==> src/rtl/dec_trigger_pipe_pkg.sv <==
// Shared types for the execute-trigger pipe: per-stage packet, wb packet and the
// pair-chain resolve helper. NTRIG lives here so every user agrees on the vector widths.
package dec_trigger_pipe_pkg;

  // Number of triggers; must be even, pairs {0,1},{2,3},... may chain.
  localparam int unsigned NTRIG = 4;
  localparam int unsigned NPAIR = NTRIG / 2;

  // One pipe stage worth of trigger state for both issue slots.
  typedef struct packed {
    logic             i0_v;
    logic             i1_v;
    logic [NTRIG-1:0] i0_match;
    logic [NTRIG-1:0] i1_match;
  } trig_pipe_pkt_t;

  // Resolved trigger state held at wb.
  typedef struct packed {
    logic [NTRIG-1:0] i0_trig;
    logic [NTRIG-1:0] i1_trig;
    logic             dbg;
    logic             bkpt;
  } trig_wb_pkt_t;

  // A chained pair only fires when both members match; unchained bits pass through.
  function automatic logic [NTRIG-1:0] chain_resolve(logic [NTRIG-1:0] m,
                                                     logic [NPAIR-1:0] chain);
    logic [NTRIG-1:0] r;
    r = m;
    for (int unsigned k = 0; k < NPAIR; k++) begin
      if (chain[k]) begin
        r[2*k]   = m[2*k] & m[2*k+1];
        r[2*k+1] = m[2*k] & m[2*k+1];
      end
    end
    return r;
  endfunction

endpackage

==> src/rtl/dec_trigger_pipe_if.sv <==
// Decode/TLU side signals of the trigger pipe. master = decode/TLU driving the pipe,
// slave = the pipe itself.
interface dec_trigger_pipe_if;
  import dec_trigger_pipe_pkg::*;

  logic [NTRIG-1:0] dec_i0_trigger_match_d;
  logic [NTRIG-1:0] dec_i1_trigger_match_d;
  logic             dec_i0_valid_d;
  logic             dec_i1_valid_d;
  logic             dec_freeze;
  logic             dec_flush_upper_e2;
  logic             dec_tlu_flush_lower_wb;
  logic [NPAIR-1:0] trigger_chain;
  logic [NTRIG-1:0] trigger_action;

  logic [NTRIG-1:0] dec_tlu_i0_trigger_wb;
  logic [NTRIG-1:0] dec_tlu_i1_trigger_wb;
  logic             dec_tlu_trigger_dbg_wb;
  logic             dec_tlu_trigger_bkpt_wb;
  logic [NTRIG-1:0] dec_tlu_trigger_hit_set_wb;

  modport master (
    output dec_i0_trigger_match_d, dec_i1_trigger_match_d, dec_i0_valid_d, dec_i1_valid_d,
           dec_freeze, dec_flush_upper_e2, dec_tlu_flush_lower_wb, trigger_chain,
           trigger_action,
    input  dec_tlu_i0_trigger_wb, dec_tlu_i1_trigger_wb, dec_tlu_trigger_dbg_wb,
           dec_tlu_trigger_bkpt_wb, dec_tlu_trigger_hit_set_wb
  );

  modport slave (
    input  dec_i0_trigger_match_d, dec_i1_trigger_match_d, dec_i0_valid_d, dec_i1_valid_d,
           dec_freeze, dec_flush_upper_e2, dec_tlu_flush_lower_wb, trigger_chain,
           trigger_action,
    output dec_tlu_i0_trigger_wb, dec_tlu_i1_trigger_wb, dec_tlu_trigger_dbg_wb,
           dec_tlu_trigger_bkpt_wb, dec_tlu_trigger_hit_set_wb
  );

endinterface

==> src/rtl/dec_trigger_chain.sv <==
// Combinational resolve at e4: pair chaining, i0-over-i1 slot priority and
// debug-vs-breakpoint action selection.
module dec_trigger_chain
  import dec_trigger_pipe_pkg::*;
(
  input  trig_pipe_pkt_t   pkt,
  input  logic [NPAIR-1:0] chain,
  input  logic [NTRIG-1:0] action,
  output logic [NTRIG-1:0] i0_fired,
  output logic [NTRIG-1:0] i1_fired,
  output logic             dbg,
  output logic             bkpt
);

  logic [NTRIG-1:0] i0_res;
  logic [NTRIG-1:0] i1_res;
  logic [NTRIG-1:0] fired;

  // Resolve chains per slot, then let an i0 fire block i1 from retiring.
  always_comb begin
    i0_res   = chain_resolve(pkt.i0_match & {NTRIG{pkt.i0_v}}, chain);
    i1_res   = chain_resolve(pkt.i1_match & {NTRIG{pkt.i1_v}}, chain);
    i0_fired = i0_res;
    i1_fired = (|i0_res) ? '0 : i1_res;
    fired    = i0_fired | i1_fired;
    dbg      = |(fired & action);
    bkpt     = (|fired) & ~dbg;
  end

endmodule

==> src/rtl/dec_trigger_pipe.sv <==
// Carries execute-trigger matches from decode through e1..e4 to wb, honouring freeze and
// both flushes, resolves chains/priority/action at e4 and drives the TLU from wb.
module dec_trigger_pipe
  import dec_trigger_pipe_pkg::*;
(
  input logic               clk,
  input logic               rst_l,
  dec_trigger_pipe_if.slave bus
);

  trig_pipe_pkt_t d_pkt;
  trig_pipe_pkt_t e1_d, e1_q;
  trig_pipe_pkt_t e2_d, e2_q;
  trig_pipe_pkt_t e3_d, e3_q;
  trig_pipe_pkt_t e4_d, e4_q;
  trig_wb_pkt_t   wb_d, wb_q;
  logic           first_d, first_q;

  logic             flush_lower;
  logic             kill_upper;
  logic             en_upper;
  logic             en_lower;
  logic [NTRIG-1:0] e4_i0_fired;
  logic [NTRIG-1:0] e4_i1_fired;
  logic             e4_dbg;
  logic             e4_bkpt;

  assign flush_lower = bus.dec_tlu_flush_lower_wb;
  assign kill_upper  = bus.dec_flush_upper_e2 | flush_lower;
  // Flushes override freeze so killed stages always clear.
  assign en_upper    = ~bus.dec_freeze | kill_upper;
  assign en_lower    = ~bus.dec_freeze | flush_lower;

  dec_trigger_chain u_chain (
    .pkt      (e4_q),
    .chain    (bus.trigger_chain),
    .action   (bus.trigger_action),
    .i0_fired (e4_i0_fired),
    .i1_fired (e4_i1_fired),
    .dbg      (e4_dbg),
    .bkpt     (e4_bkpt)
  );

  // Next-state for each stage; contents of e1/e2 die on either flush, so e3 takes zero too.
  always_comb begin
    d_pkt.i0_v     = bus.dec_i0_valid_d;
    d_pkt.i1_v     = bus.dec_i1_valid_d;
    d_pkt.i0_match = bus.dec_i0_trigger_match_d & {NTRIG{bus.dec_i0_valid_d}};
    d_pkt.i1_match = bus.dec_i1_trigger_match_d & {NTRIG{bus.dec_i1_valid_d}};

    e1_d = kill_upper ? '0 : d_pkt;
    e2_d = kill_upper ? '0 : e1_q;
    e3_d = kill_upper ? '0 : e2_q;
    e4_d = flush_lower ? '0 : e3_q;

    wb_d         = '0;
    if (!flush_lower) begin
      wb_d.i0_trig = e4_i0_fired;
      wb_d.i1_trig = e4_i1_fired;
      wb_d.dbg     = e4_dbg;
      wb_d.bkpt    = e4_bkpt;
    end

    // Only a freshly loaded wb entry may pulse hit_set.
    first_d = en_lower & ~flush_lower;
  end

  // Stage registers with freeze-hold enables.
  always_ff @(posedge clk or negedge rst_l) begin
    if (!rst_l) begin
      e1_q    <= '0;
      e2_q    <= '0;
      e3_q    <= '0;
      e4_q    <= '0;
      wb_q    <= '0;
      first_q <= 1'b0;
    end else begin
      if (en_upper) begin
        e1_q <= e1_d;
        e2_q <= e2_d;
      end
      if (en_lower) begin
        e3_q <= e3_d;
        e4_q <= e4_d;
        wb_q <= wb_d;
      end
      first_q <= first_d;
    end
  end

  assign bus.dec_tlu_i0_trigger_wb      = wb_q.i0_trig;
  assign bus.dec_tlu_i1_trigger_wb      = wb_q.i1_trig;
  assign bus.dec_tlu_trigger_dbg_wb     = wb_q.dbg;
  assign bus.dec_tlu_trigger_bkpt_wb    = wb_q.bkpt;
  assign bus.dec_tlu_trigger_hit_set_wb = first_q ? (wb_q.i0_trig | wb_q.i1_trig) : '0;

endmodule

==> src/flat_wrapper.sv <==
// flat-port wrapper written by rule: the top's interface ports become plain ports
module dec_trigger_pipe_flat import dec_trigger_pipe_pkg::*;
  (clk, rst_l, bus_dec_i0_trigger_match_d, bus_dec_i1_trigger_match_d, bus_dec_i0_valid_d, bus_dec_i1_valid_d, bus_dec_freeze, bus_dec_flush_upper_e2, bus_dec_tlu_flush_lower_wb, bus_trigger_chain, bus_trigger_action, bus_dec_tlu_i0_trigger_wb, bus_dec_tlu_i1_trigger_wb, bus_dec_tlu_trigger_dbg_wb, bus_dec_tlu_trigger_bkpt_wb, bus_dec_tlu_trigger_hit_set_wb);
  dec_trigger_pipe_if bus_i ();
  input logic clk;
  input logic rst_l;
  input wire logic [$bits(bus_i.dec_i0_trigger_match_d)-1:0] bus_dec_i0_trigger_match_d;
  input wire logic [$bits(bus_i.dec_i1_trigger_match_d)-1:0] bus_dec_i1_trigger_match_d;
  input wire logic [$bits(bus_i.dec_i0_valid_d)-1:0] bus_dec_i0_valid_d;
  input wire logic [$bits(bus_i.dec_i1_valid_d)-1:0] bus_dec_i1_valid_d;
  input wire logic [$bits(bus_i.dec_freeze)-1:0] bus_dec_freeze;
  input wire logic [$bits(bus_i.dec_flush_upper_e2)-1:0] bus_dec_flush_upper_e2;
  input wire logic [$bits(bus_i.dec_tlu_flush_lower_wb)-1:0] bus_dec_tlu_flush_lower_wb;
  input wire logic [$bits(bus_i.trigger_chain)-1:0] bus_trigger_chain;
  input wire logic [$bits(bus_i.trigger_action)-1:0] bus_trigger_action;
  output wire logic [$bits(bus_i.dec_tlu_i0_trigger_wb)-1:0] bus_dec_tlu_i0_trigger_wb;
  output wire logic [$bits(bus_i.dec_tlu_i1_trigger_wb)-1:0] bus_dec_tlu_i1_trigger_wb;
  output wire logic [$bits(bus_i.dec_tlu_trigger_dbg_wb)-1:0] bus_dec_tlu_trigger_dbg_wb;
  output wire logic [$bits(bus_i.dec_tlu_trigger_bkpt_wb)-1:0] bus_dec_tlu_trigger_bkpt_wb;
  output wire logic [$bits(bus_i.dec_tlu_trigger_hit_set_wb)-1:0] bus_dec_tlu_trigger_hit_set_wb;
  assign bus_i.dec_i0_trigger_match_d = bus_dec_i0_trigger_match_d;
  assign bus_i.dec_i1_trigger_match_d = bus_dec_i1_trigger_match_d;
  assign bus_i.dec_i0_valid_d = bus_dec_i0_valid_d;
  assign bus_i.dec_i1_valid_d = bus_dec_i1_valid_d;
  assign bus_i.dec_freeze = bus_dec_freeze;
  assign bus_i.dec_flush_upper_e2 = bus_dec_flush_upper_e2;
  assign bus_i.dec_tlu_flush_lower_wb = bus_dec_tlu_flush_lower_wb;
  assign bus_i.trigger_chain = bus_trigger_chain;
  assign bus_i.trigger_action = bus_trigger_action;
  assign bus_dec_tlu_i0_trigger_wb = bus_i.dec_tlu_i0_trigger_wb;
  assign bus_dec_tlu_i1_trigger_wb = bus_i.dec_tlu_i1_trigger_wb;
  assign bus_dec_tlu_trigger_dbg_wb = bus_i.dec_tlu_trigger_dbg_wb;
  assign bus_dec_tlu_trigger_bkpt_wb = bus_i.dec_tlu_trigger_bkpt_wb;
  assign bus_dec_tlu_trigger_hit_set_wb = bus_i.dec_tlu_trigger_hit_set_wb;
  dec_trigger_pipe u_core (.clk(clk), .rst_l(rst_l), .bus(bus_i));
endmodule
==> config.mk <==
export PLATFORM = sky130hd
export DESIGN_NAME = dec_trigger_pipe_flat
export DESIGN_NICKNAME = d
export VERILOG_FILES = /design/src/rtl/dec_trigger_pipe_pkg.sv /design/src/rtl/dec_trigger_pipe_if.sv /design/src/rtl/dec_trigger_chain.sv /design/src/rtl/dec_trigger_pipe.sv /design/src/flat_wrapper.sv
export SDC_FILE = /design/constraint.sdc
export NUM_CORES = 1
export LEC_CHECK = 0
export CAP_MARGIN = 10
export CORE_UTILIZATION = 45
export CTS_BUF_LIST = sky130_fd_sc_hd__clkbuf_8
export CTS_CLUSTER_SIZE = 16
export DETAILED_ROUTE_END_ITERATION = 10
export DONT_BUFFER_PORTS = 1
export PLACE_DENSITY = 0.71
export SLEW_MARGIN = 20
export SYNTH_ARGS = -nofsm -noshare
export SYNTH_HDL_FRONTEND = slang
export SYNTH_SLANG_ARGS = --single-unit
==> constraint.sdc <==
create_clock -name clk -period 1.4 [get_ports clk]
set_input_delay 0.28 -clock clk [delete_from_list [all_inputs] [get_ports clk]]
set_output_delay 0.28 -clock clk [all_outputs]
set_load 0.005 [all_outputs]
==> flow_metrics.py <==
metrics = {
    "outcome": {
        "status": "finished, violations left",
        "violations": "hold timing",
    },
    "timing": {
        "grt_setup_unrepaired": "yes",
        "setup_ws_ps": 16.2,
        "setup_viol": 0,
        "slew-limit-headroom_pct": 57.6,
        "final-hold-violation-count": 51,
        "drv_slew": 0,
        "fin_hold_ws_ps": -343,
        "tightest_slew_ps": 636,
        "fmax_mhz": 723,
        "skew_ps": 5.10,
        "fin_crit_sh_pct": 98.8,
        "post-route-min-period_ps": 1380,
    },
    "yosys": {
        "avgSynthCellArea_um2": 9.88,
        "synth_flop_cell": "dfrtp_1",
        "synth_seq_area_share_pct": 53.4,
        "synth-edff-count": 0,
        "async_flop_share_pct": 100,
        "syn_nets": 263,
        "yosys_warnings": 0,
        "synthDistinctLibCells": 29,
        "ys_ff_latch": 51,
        "synth_cells": 242,
        "synth_area_mm2": 0.00239,
    },
    "worst_setup_path": {
        "path_max_fanout": 5,
        "max_stage_delay_ps": 430,
        "cp_data_required_time_ps": 1600,
        "arrival_ps": 1580,
        "crit_type": "flip-flop to flip-flop",
        "path_cells": "a22oi_1 -> o211ai_1 -> o2111a_1 -> o31a_1",
        "end_kind": "flip-flop",
        "crit_path_top_delay_cell": "dfrtp_1",
        "cp-startpoint": "u_core.e4_q[2]",
        "start_kind": "flip-flop",
        "rr_startpoint": "u_core.e4_q[2]",
    },
    "cells_and_area": {
        "antenna_cells": 0,
        "final_common_cell": "dfrtp_1",
        "fillers": 493,
        "syn2layout_area_growth_pct": 9.52,
        "drive_above_1_share_pct": 10.6,
        "layout_common_cells": "dfrtp_1 (50), nor2_1 (49), a21oi_1 (24), mux2i_1 (21), nand2_1 (15)",
        "fin_nets": 266,
    },
    "routing": {
        "drcViolationCount": 0,
        "viasPerCell": 5.47,
        "ant_nets": 0,
        "wl_per_cell_um": 14.7,
        "num_vias": 1728,
        "drtIter0Drc": 75,
        "dr.pass1.iters": 4,
        "wl_um": 4640,
    },
    "power": {
        "pwr-share-clk_pct": 34.9,
        "switching_share_pct": 22.0,
        "p_int_uw": 1860,
        "comb_power_share_pct": 2.6,
        "p_leak_uw": 0.00114,
        "power_uw": 2390,
        "p_seq_share_pct": 62.4,
        "pwr_density_cell_mw_per_mm2": 912,
        "ir_drop_uv": 639,
        "switching_power_uw": 525,
    },
    "clocking": {
        "cts_root_buf": "clkbuf_8",
        "cts.sinks": 51,
        "htreeDepth": 2,
        "clkLatencyLatePin_ps": 300,
        "cts_tree": "done",
        "cts_inserted_buffers": 5,
        "clkTransAtPathRegs_ps": 90,
        "cts_buffer_depth": 2,
    },
    "die": {
        "die_area_mm2": 0.00561,
        "core_mm2": 0.00511,
        "ios": 35,
        "die_y_um": 74.9,
        "die_x_um": 74.9,
        "start_util_pct": 46.8,
        "rows": 26,
    },
    "place": {
        "place_congestion": 0.736,
        "dp_hpwl_um": 2930,
        "numPortBuffers": 0,
        "dpl_worst_slack_ps": -9.00,
    },
    "global_route": {
        "grt_pass1_vias": 1658,
        "grt_pass1_wl_um": 7620,
        "antenna_found_initial": 0,
        "gr-total-overflow": 0,
        "grt.total_usage_pct": 18.2,
        "grt_start_max_net_pins": 79,
    },
    "worst_hold_path": {
        "hp-class": "input port to asynchronous set/reset pin",
    },
    "job": {
        "cap_violations": 0,
    },
}
path summary, 6_finish.rpt:
check | to | slack, ps | depth (start not counted)
setup / recovery | u_core.bus.dec_tlu_trigger_dbg_wb | 20 | 4
hold / removal | u_core.e3_q[5] | -340 | 0
setup reg to reg | u_core.bus.dec_tlu_trigger_dbg_wb | 20 | 4
hold reg to reg | u_core.e1_q[4] | 520 | 2
max in group asynchronous | u_core.e4_q[3] | 1640 | 0
min in group clk | u_core.e4_q[3] | 30 | 1
final cells by class:
| class | count | area [µm²] | share of cell area, % |
|---|---|---|---|
| Multi-Input combinational cell | 169 | 1050 | 40.2 |
| Sequential cell | 51 | 1280 | 48.8 |
| Clock inverter | 3 | 16.3 | 0.621 |
| Tap cell | 70 | 87.6 | 3.34 |
| Clock buffer | 5 | 68.8 | 2.63 |
| Timing Repair Buffer | 12 | 92.6 | 3.54 |
| Inverter | 6 | 22.5 | 0.860 |
power by group through the flow:
| stage | Combinational [µW] | Sequential, µW | Clock [µW] |
|---|---|---|---|
| detailed placement | 58.1 | 1520 | 0 |
| finish | 62.8 | 1490 | 834 |
| global placement | 56.3 | 1520 | 0 |
| global route | 70.2 | 1490 | 940 |
| floorplan | 104 | 1520 | 0 |
| CTS | 58.3 | 1490 | 860 |
registers in the layout, indices dropped and copies added (netlist names):
register and count:
u_core.e2_q 10, u_core.bus.dec_tlu_i0_trigger_wb 4, u_core.first_q 1, u_core.bus.dec_tlu_trigger_dbg_wb 1, u_core.bus.dec_tlu_i1_trigger_wb 4, u_core.e1_q 10
u_core.e3_q 10, u_core.e4_q 10, u_core.bus.dec_tlu_trigger_bkpt_wb 1
critical path: cells and delay by family, from the launching register on:
kind | cells | cell delay [ps]
compound gates | 4 | 860
flops | 1 | 430
repair_timing:
action / CTS / global route
pin swaps: 2 / 3
resized for setup: 0 / 6
setup buffers: 0 / 4
endpoints found under the hold margin: 51 / 52
endpoints found under the setup margin: 1 / 6
cells in the mapped netlist, types with 5 or more instances:
| cell | n | share of area [%] |
|---|---|---|
| dfrtp_1 | 51 | 53 |
| nor2_1 | 49 | 7.7 |
| a21oi_1 | 26 | 5.4 |
| mux2i_1 | 21 | 8.8 |
| nand2_1 | 15 | 2.4 |
| nor3b_1 | 10 | 3.1 |
| clkbuf_1 | 9 | 1.4 |
| a22oi_1 | 7 | 2.2 |
| inv_1 | 6 | 0.94 |
| o211ai_1 | 6 | 1.9 |
| o21a_1 | 5 | 1.6 |
cell families after synthesis:
group                  count (synthesis)  synth area share, %
buffers and inverters                 22                 3.66
and+or+nand+nor                       91                 18.0
muxes                                 21                 8.79
AOI/OAI and AO/OA                     57                 16.2
DFF                                   51                 53.4
metal layers:
layer / up-vias / GRT usage (%) / routed length (µm)
met3: 5 / 7.63 / 405
met2: 47 / 28.6 / 2010
li1: 855 / - / -
met4: 0 / 5.45 / 39
met1: 821 / 23.1 / 2180
met5: - / 0 / 0
per-stage QoR:
| stage | area (µm²) | setup TNS (ps) | std cells | utilization (%) |
|---|---|---|---|---|
| 2_1_floorplan | 2390 | 0 | 242 | - |
| 3_3_place_gp | 2470 | 0 | 303 | 48.3 |
| 3_5_place_dp | 2470 | -9.00 | 303 | 48.3 |
| 4_1_cts | 2550 | 0 | 311 | 50.0 |
| 5_1_grt | 2620 | -224 | 316 | 51.3 |
| 6_report | 2620 | 0 | 316 | 51.3 |
Note: power is estimated with default switching activity, not from simulation.
